--- config.mk ---
export PLATFORM = sky130hd
export DESIGN_NAME = uart_tx_buffered
export DESIGN_NICKNAME = d
export VERILOG_FILES = /design/src/rtl/uart_tx_buffered.sv
export SDC_FILE = /design/constraint.sdc
export NUM_CORES = 1
export LEC_CHECK = 0
export CAP_MARGIN = 20
export CORE_MARGIN = 2
export CORE_UTILIZATION = 35
export CTS_BUF_LIST = sky130_fd_sc_hd__clkbuf_8
export DETAILED_ROUTE_END_ITERATION = 10
export GPL_ROUTABILITY_DRIVEN = 0
export PLACE_DENSITY = 0.59
export SKIP_LAST_GASP = 1
export SLEW_MARGIN = 20
export SYNTH_ARGS = -nofsm -noshare
export SYNTH_HDL_FRONTEND = slang
export SYNTH_SLANG_ARGS = --single-unit
--- constraint.sdc ---
create_clock -name clk -period 2.8 [get_ports clk]
set_input_delay 0.56 -clock clk [delete_from_list [all_inputs] [get_ports clk]]
set_output_delay 0.56 -clock clk [all_outputs]
set_load 0.03 [all_outputs]
--- src/rtl/uart_tx_buffered.sv ---
// ============================================================================
// Module   : uart_tx_buffered
// Brief    : UART transmitter with integrated FWFT FIFO, runtime parity/stop
//            selection and fill-level/overflow reporting. Optional clear-to-send
//            flow control is enabled by defining UART_TX_CTS_EN.
// Revision : 1.0
// ============================================================================
`default_nettype none

module uart_tx_buffered #(
    parameter int DATA_WIDTH = 8,
    parameter int ADDR_WIDTH = 5,
    parameter int CLK_HZ     = 100_000_000,
    parameter int BAUD       = 115200
) (
    input  logic                  clk,
    input  logic                  reset,
`ifdef UART_TX_CTS_EN
    input  logic                  cts_n,
`endif
    input  logic [DATA_WIDTH-1:0] tx_data,
    input  logic                  push,
    input  logic [1:0]            parity_mode,
    input  logic                  stop2,
    output logic                  tx,
    output logic                  tx_busy,
    output logic                  tx_done,
    output logic                  tx_fifo_full,
    output logic                  tx_fifo_empty,
    output logic [ADDR_WIDTH:0]   tx_fifo_level,
    output logic                  tx_overflow
);

    localparam int TICK_RAW = CLK_HZ / (BAUD * 16);
    localparam int TICK_DIV = (TICK_RAW < 1) ? 1 : TICK_RAW;
    localparam int TCW      = (TICK_DIV > 1) ? $clog2(TICK_DIV) : 1;
    localparam int BCW      = $clog2(DATA_WIDTH);
    localparam int DEPTH    = 2 ** ADDR_WIDTH;

    typedef enum logic [2:0] {
        S_IDLE   = 3'd0,
        S_START  = 3'd1,
        S_DATA   = 3'd2,
        S_PARITY = 3'd3,
        S_STOP   = 3'd4
    } state_t;

    // ------------------------------------------------------------------ FIFO
    logic [DATA_WIDTH-1:0] mem_q [DEPTH];
    logic [ADDR_WIDTH:0]   wr_ptr_q, rd_ptr_q;
    logic                  ovf_q;
    logic                  full, empty, pop, push_acc;
    logic [DATA_WIDTH-1:0] fifo_rdata;

    assign empty      = (wr_ptr_q == rd_ptr_q);
    assign full       = (wr_ptr_q[ADDR_WIDTH] != rd_ptr_q[ADDR_WIDTH]) &&
                        (wr_ptr_q[ADDR_WIDTH-1:0] == rd_ptr_q[ADDR_WIDTH-1:0]);
    // A pop in the same cycle frees a slot, so a push while full is still taken.
    assign push_acc   = push && (!full || pop);
    assign fifo_rdata = mem_q[rd_ptr_q[ADDR_WIDTH-1:0]];

    always_ff @(posedge clk) begin
        if (push_acc) begin
            mem_q[wr_ptr_q[ADDR_WIDTH-1:0]] <= tx_data;
        end
    end

    always_ff @(posedge clk) begin
        if (reset) begin
            wr_ptr_q <= '0;
            rd_ptr_q <= '0;
            ovf_q    <= 1'b0;
        end else begin
            if (push_acc) wr_ptr_q <= wr_ptr_q + 1'b1;
            if (pop)      rd_ptr_q <= rd_ptr_q + 1'b1;
            if (push && full && !pop) ovf_q <= 1'b1;
        end
    end

    // ------------------------------------------------------- flow control
    logic cts_ok;
`ifdef UART_TX_CTS_EN
    logic cts_meta_q, cts_sync_q;

    always_ff @(posedge clk) begin
        if (reset) begin
            cts_meta_q <= 1'b1;
            cts_sync_q <= 1'b1;
        end else begin
            cts_meta_q <= cts_n;
            cts_sync_q <= cts_meta_q;
        end
    end

    assign cts_ok = ~cts_sync_q;
`else
    assign cts_ok = 1'b1;
`endif

    // ------------------------------------------------------- transmitter
    state_t                state_q, state_d;
    logic [TCW-1:0]        tick_cnt_q;
    logic [4:0]            os_q, os_d;
    logic [BCW-1:0]        bit_cnt_q, bit_cnt_d;
    logic [DATA_WIDTH-1:0] shift_q, shift_d;
    logic                  par_bit_q, par_bit_d;
    logic                  par_en_q, par_en_d;
    logic                  stop2_q, stop2_d;
    logic                  tx_q, tx_d;
    logic                  done_q, done_d;
    logic                  tick, os_last, bit_end;

    assign pop     = (state_q == S_IDLE) && !empty && cts_ok;
    assign tick    = (tick_cnt_q == TCW'(TICK_DIV - 1));
    assign os_last = (state_q == S_STOP && stop2_q) ? (os_q == 5'd31) : (os_q == 5'd15);
    assign bit_end = tick && os_last;

    // Restarting the divider on pop gives every bit exactly 16*TICK_DIV clocks.
    always_ff @(posedge clk) begin
        if (reset || pop || tick) begin
            tick_cnt_q <= '0;
        end else begin
            tick_cnt_q <= tick_cnt_q + TCW'(1);
        end
    end

    always_ff @(posedge clk) begin
        if (reset) begin
            state_q   <= S_IDLE;
            os_q      <= '0;
            bit_cnt_q <= '0;
            shift_q   <= '0;
            par_bit_q <= 1'b0;
            par_en_q  <= 1'b0;
            stop2_q   <= 1'b0;
            tx_q      <= 1'b1;
            done_q    <= 1'b0;
        end else begin
            state_q   <= state_d;
            os_q      <= os_d;
            bit_cnt_q <= bit_cnt_d;
            shift_q   <= shift_d;
            par_bit_q <= par_bit_d;
            par_en_q  <= par_en_d;
            stop2_q   <= stop2_d;
            tx_q      <= tx_d;
            done_q    <= done_d;
        end
    end

    // tx_d carries the level of the bit that begins on the next edge.
    always_comb begin
        state_d   = state_q;
        os_d      = os_q;
        bit_cnt_d = bit_cnt_q;
        shift_d   = shift_q;
        par_bit_d = par_bit_q;
        par_en_d  = par_en_q;
        stop2_d   = stop2_q;
        tx_d      = tx_q;
        done_d    = 1'b0;

        if (state_q != S_IDLE && tick) begin
            os_d = bit_end ? 5'd0 : os_q + 5'd1;
        end

        case (state_q)
            S_IDLE: begin
                tx_d = 1'b1;
                if (pop) begin
                    state_d   = S_START;
                    tx_d      = 1'b0;
                    os_d      = '0;
                    bit_cnt_d = '0;
                    shift_d   = fifo_rdata;
                    par_en_d  = parity_mode[0] ^ parity_mode[1];
                    par_bit_d = (^fifo_rdata) ^ (parity_mode == 2'b10);
                    stop2_d   = stop2;
                end
            end
            S_START: begin
                if (bit_end) begin
                    state_d = S_DATA;
                    tx_d    = shift_q[0];
                end
            end
            S_DATA: begin
                if (bit_end) begin
                    if (bit_cnt_q == BCW'(DATA_WIDTH - 1)) begin
                        if (par_en_q) begin
                            state_d = S_PARITY;
                            tx_d    = par_bit_q;
                        end else begin
                            state_d = S_STOP;
                            tx_d    = 1'b1;
                        end
                    end else begin
                        bit_cnt_d = bit_cnt_q + BCW'(1);
                        shift_d   = shift_q >> 1;
                        tx_d      = shift_q[1];
                    end
                end
            end
            S_PARITY: begin
                if (bit_end) begin
                    state_d = S_STOP;
                    tx_d    = 1'b1;
                end
            end
            S_STOP: begin
                tx_d = 1'b1;
                if (bit_end) begin
                    state_d = S_IDLE;
                    done_d  = 1'b1;
                end
            end
            default: begin
                state_d = S_IDLE;
                tx_d    = 1'b1;
            end
        endcase
    end

    assign tx            = tx_q;
    assign tx_busy       = (state_q != S_IDLE);
    assign tx_done       = done_q;
    assign tx_fifo_full  = full;
    assign tx_fifo_empty = empty;
    assign tx_fifo_level = wr_ptr_q - rd_ptr_q;
    assign tx_overflow   = ovf_q;

endmodule

`default_nettype wire

# == Yosys cells after proc, flatten, opt, wreduce, memory -nomap -nowiden ==
# Memory sizes are Yosys's and may differ from the RTL's. A register that Yosys moved wholly into a read port is not among the register bits.
# Index checks and enable logic that the tools add are counted.
# word_totals
out_inout_bits,12
wordCells,98
input_bits,14
register_bits,43
mem_bits_rw,256
memories,1
# classes
n_mux,33
n_addsub,6
n_reduce_logical,23
n_bitwise,3
eq_ne,19
# mem_list
memory,depth,width,rd,rd_ports_with_merged_regs,wr,line_no,source
mem_q,32,8,1,1,1,49,logic [DATA_WIDTH-1:0] mem_q [DEPTH];
# ops
operator,count
$mux W3,10
$mux W5,6
$mux W8,3
$add A6 B1 Y6 const B,3
$pmux W8 S2,1
$pmux W3 S5,1
$ne A2 B2 Y1 const B,7
$mux W1,10
$logic_and A1 B1 Y1,8
$reduce_xor A8 Y1,1
$eq A3 B2 Y1 const B,2
$eq A3 B3 Y1 const B,2
$eq A6 B6 Y1,1
$eq A6 B6 Y1 const B,1
$pmux W3 S2,1
$reduce_and A6 Y1,1
$sub A6 B6 Y6,1
$add A5 B1 Y5 const B,1
$eq A5 B4 Y1 const B,1
$eq A5 B5 Y1,1
$eq A5 B5 Y1 const B,1
$pmux W1 S4,1
$reduce_and A4 Y1,1
$add A3 B1 Y3 const B,1
other kinds (13),18

# == Depth between registers and ports, before layout ==
# logic_depth
depth_word,8
depth_mapped,13
mapped_depth_nobuf,10

# == Least setup slack after synthesis ==
# Ideal clock, no wire load.
# synth_timing
path_kind,register to register
from,register wr_ptr_q[0]
to,register bit_cnt_q[0]
synth_period_minus_slack_ns,2.951
t_required_ns,2.672
path_buffers,1
stages_incl_launch_ff,11
t_arrival_ns,2.824
slack_ns,-0.151
setup_time_ns,0.128
cell_sequence,dfxtp_1 inv_1 ha_1 nand3_1 nor3_1 nor2_1 clkbuf_1 o22ai_1 nor3_1 a21oi_1 nor2_1
# synth_between
elab_chain_cells,5
# synth_rtl
element,line_no,source
"start, declared",50,"logic [ADDR_WIDTH:0] wr_ptr_q, rd_ptr_q;"
"start signal, assigned",74,if (push_acc) wr_ptr_q <= wr_ptr_q + 1'b1;
$eq A6 B6 Y1,55,assign empty = (wr_ptr_q == rd_ptr_q);
net tx_fifo_empty,29,"output logic tx_fifo_empty,"
$logic_not A1 Y1,113,assign pop = (state_q == S_IDLE) && !empty && cts_ok;
$logic_and A1 B1 Y1,113,
$ne A2 B2 Y1 (no line),--,
$reduce_and A4 Y1 (no line),--,
"end signal, assigned",141,bit_cnt_q <= bit_cnt_d;
"end, declared",104,"logic [BCW-1:0] bit_cnt_q, bit_cnt_d;"
# The timed path passes the listed nets, and every way through them passes these cells.
# A chain may end at the register's enable or synchronous reset.

==> reports/qor.csv <==
stage,metric,value,unit
outcome,outcome,"complete, no violations",
sta,Post-Route Setup TNS,0,ps
global_route,first-pass GRT wire length,42.0,mm
route,# DRC,0,
setup_path,crit path DAT,3190,ps
synth,xor-xnor portion of the synthesized cell area,2.10,%
setup_path,crit-path max FO,12,
setup_path,R2R depth,10,
power,Flop pwr share,44.6,%
clock_network,setup bufs post-CTS,0,
sta,final setup vio count,0,
synth,library cells used by synthesis,53,
placement,Placed Instances,1274,
die,area of the die,36800,um^2
clock_network,CTS buffer count,48,
route,routed len/inst,20.1,um
power,leakage power,4.87,nW
synth,synthesized flop and latch total,304,
layout,area of the multi-input gates,3510,um^2
setup_path,crit path kind,reg2reg,
synth,Cells after Synth,750,
placement,DP Wirelength,17.9,mm
power,Clk pwr share,29.2,%
route,Detailed Routing Iterations Pass 1,5,
synth,Synth area leaders,"edfxtp_1, mux4_2, dfxtp_1, nor2_1, ha_1",
route,vias per inst,5.01,
synth,largest family of logic cells by synthesized area,multiplexers,
clock_network,CTS Buffer Depth,3,
power,Switch Pwr,3.44,mW
sta,Clock Skews,32.3,ps
clock_network,TritonCTS clock tree,done,
flow_run,max-cap violations,0,
synth,Synth async-reset ratio,0,%
die,row count,68,
synth,dominant cell type by area after synthesis,edfxtp_1,
route,DR iter-0 viols,456,
route,Post-DRT Antenna Nets,0,
die,initial cell density of the core,35.7,%
synth,"EDFF count, synth",256,
hold_path,Min-Delay Path Class,reg2reg,
power,pwr dens,808,nW/um^2
die,Core Box Area,34600,um^2
setup_path,reg2reg end,par_bit_q,
sta,minimum clock period,2760,ps
layout,"Area growth, synth to finish",17.9,%
sta,measured slew at the worst slew-check pin,763,ps
setup_path,CP required,3230,ps
clock_network,clock slew at reported path FFs,60,ps
synth,Compound-Gate Fraction of Synth Area,4.21,%
route,Via Count,6797,
die,DIE WIDTH,192,um
power,combinational power share,26.1,%
synth,Post-synth top flop,edfxtp_1,
sta,Slew Limit Fails,0,
synth,Synth top area share,62.2,%
power,peak supply drop,0.000569,V
synth,mux contribution to synthesized area,13.4,%
sta,Final Cycle Share,98.5,%
global_route,Overflow after GRT,0,
clock_network,clock sinks,304,
sta,endpoints failing hold,0,
sta,Fmax,363,MHz
setup_path,Setup crit end kind,flip-flop,
power,internal power,8.33,mW
sta,Max-slew headroom,49.0,%
sta,RSZ-0062 raised after global routing,yes,
die,Die Ht,192,um
setup_path,flop-to-flop setup slack,40,ps
synth,mapped cell area,12400,um^2
setup_path,startpoint types,flip-flop,
global_route,initial antenna violation count,0,
global_route,vias in the first global route,6940,
layout,share of layout cells above drive strength 1,25.0,%
die,IO Pins,26,
layout,Layout Cells excl Fill,1356,
hold_path,hold depth,2,
synth,synth cell count leaders,"edfxtp_1, nor2_1, mux4_2, dfxtp_1, nand2_1",
global_route,largest net degree at the start of global routing,34,
synth,"Seq/Total Area, Yosys",70.0,%
clock_network,root buf cell,clkbuf_8,
synth,most common cell in the netlist,edfxtp_1,
placement,Port-buffer cells,25,
hold_path,Min-Delay Endpoint,bit_cnt_q[1],
synth,Syn. warnings,0,
synth,Post-Syn Nets,781,
synth,Synth Area in Simple Gates,6.64,%
layout,# fillers,3076,
global_route,GRT Total Usage,15.4,%
clock_network,number of H-tree levels,2,
power,Net Sw Frac,29.2,%
synth,Avg Inst Size Synth,16.5,um^2
hold_path,worst hold path startpoint,bit_cnt_q[1],
route,Post-Route WL,27.3,mm
layout,ANT cells,0,
layout,final net count,900,
layout,register area,8660,um^2
clock_network,latest clock arrival within the worst-skew pair,580,ps
synth,Adder-Cell Fraction of Synth Area,1.78,%
## worst max-delay path: stages, from the launching register on
cell and delay (ps):
dfxtp_1 340, buf_4 220, buf_4 180, nor2b_1 600
a22o_1 350, nor3_2 90, a31oi_1 230, xnor2_1 190
xnor2_1 160, nand2b_1 120, o221ai_1 120
## placed cells by master (no fill, tap or decap), types with 9 or more instances in the layout
master,n
xor2_1,11
buf_4,76
inv_1,35
nand3_1,12
edfxtp_1,256
ha_1,15
mux2i_1,17
clkbuf_8,48
nand2_1,43
dfxtp_1,44
mux4_2,62
nor2_1,86
xnor2_1,16
clkinv_1,9
clkdlybuf4s50_1,17
a21oi_1,16
## sequential cells by signal, indices dropped and copies added, names as in the netlist, named ones only
| register | cells |
|---|---|
| bit_cnt_q | 3 |
| mem_q | 256 |
| os_q | 5 |
| par_bit_q | 1 |
| par_en_q | 1 |
| rd_ptr_q | 6 |
| shift_q | 8 |
| state_q | 3 |
| stop2_q | 1 |
| tick_cnt_q | 6 |
| tx | 1 |
| tx_done | 1 |
| tx_overflow | 1 |
| wr_ptr_q | 6 |
## layer usage
metal | up-vias | global-route usage, % | wire, um
met5 | - | 0 | 0
met4 | 0 | 5.83 | 773
met3 | 48 | 3.29 | 1850
met2 | 227 | 23.8 | 12400
met1 | 3386 | 21.5 | 12200
li1 | 3136 | - | -
## cells by family (layout without fill, tap and decap cells)
group           after synthesis  in the layout
flops                       304            304
simple gates                186            186
mux                          86             86
compound gates               75             75
buf+inv                      54            205
xor+xnor                     28             28
fa+ha+maj                    17             17
## power groups by stage
stage | logic (mW) | registers (mW) | clock network (mW)
6_report | 3.08 | 5.25 | 3.44
3_5_place_dp | 3.10 | 5.34 | 0
4_1_cts | 3.09 | 5.25 | 3.55
5_1_grt | 3.35 | 5.29 | 3.75
3_3_place_gp | 3.09 | 5.34 | 0
2_1_floorplan | 2.20 | 5.24 | 0
## repair_timing
action	in CTS	in global routing
hold buffers	0	0
pin swaps	0	1
gates resized for setup	11	8
setup endpoints to repair	8	7
## stage by stage
| stage | worst slack, ps | total power [mW] | utilization (%) | hold slack [ps] | cell area, um^2 |
|---|---|---|---|---|---|
| 2_1_floorplan | 88.9 | 7.44 | - | 432 | 12400 |
| 3_3_place_gp | -86.1 | 8.43 | 39.5 | 439 | 13700 |
| 5_1_grt | -55.4 | 12.4 | 42.1 | 480 | 14600 |
| 6_report | 42.3 | 11.8 | 42.1 | 454 | 14600 |
| 4_1_cts | 6.35 | 11.9 | 42.0 | 457 | 14600 |
| 3_5_place_dp | -69.5 | 8.44 | 39.5 | 450 | 13700 |
## layout make-up
type                            count  area share, %
Sequential cell                   304           59.5
Multi-Input combinational cell    392           24.1
Timing Repair Buffer              104           6.08
Clock buffer                       48           4.54
Tap cell                          455           3.91
Clock inverter                     34           1.41
Inverter                           19          0.490
## worst max-delay path by stage
stage / start / endpoint / slack (ps) / cells past startpoint
floorplan: flip-flop / par_bit_q / 90 / 10
global placement: flip-flop / par_bit_q / -90 / 9
detailed placement: flip-flop / par_bit_q / -70 / 9
CTS: wr_ptr_q[0] / tx_fifo_level[4] / 6 / 8
global route: flip-flop / par_bit_q / -60 / 9
finish: flip-flop / par_bit_q / 40 / 10
Power figures use the tool's default switching activity.
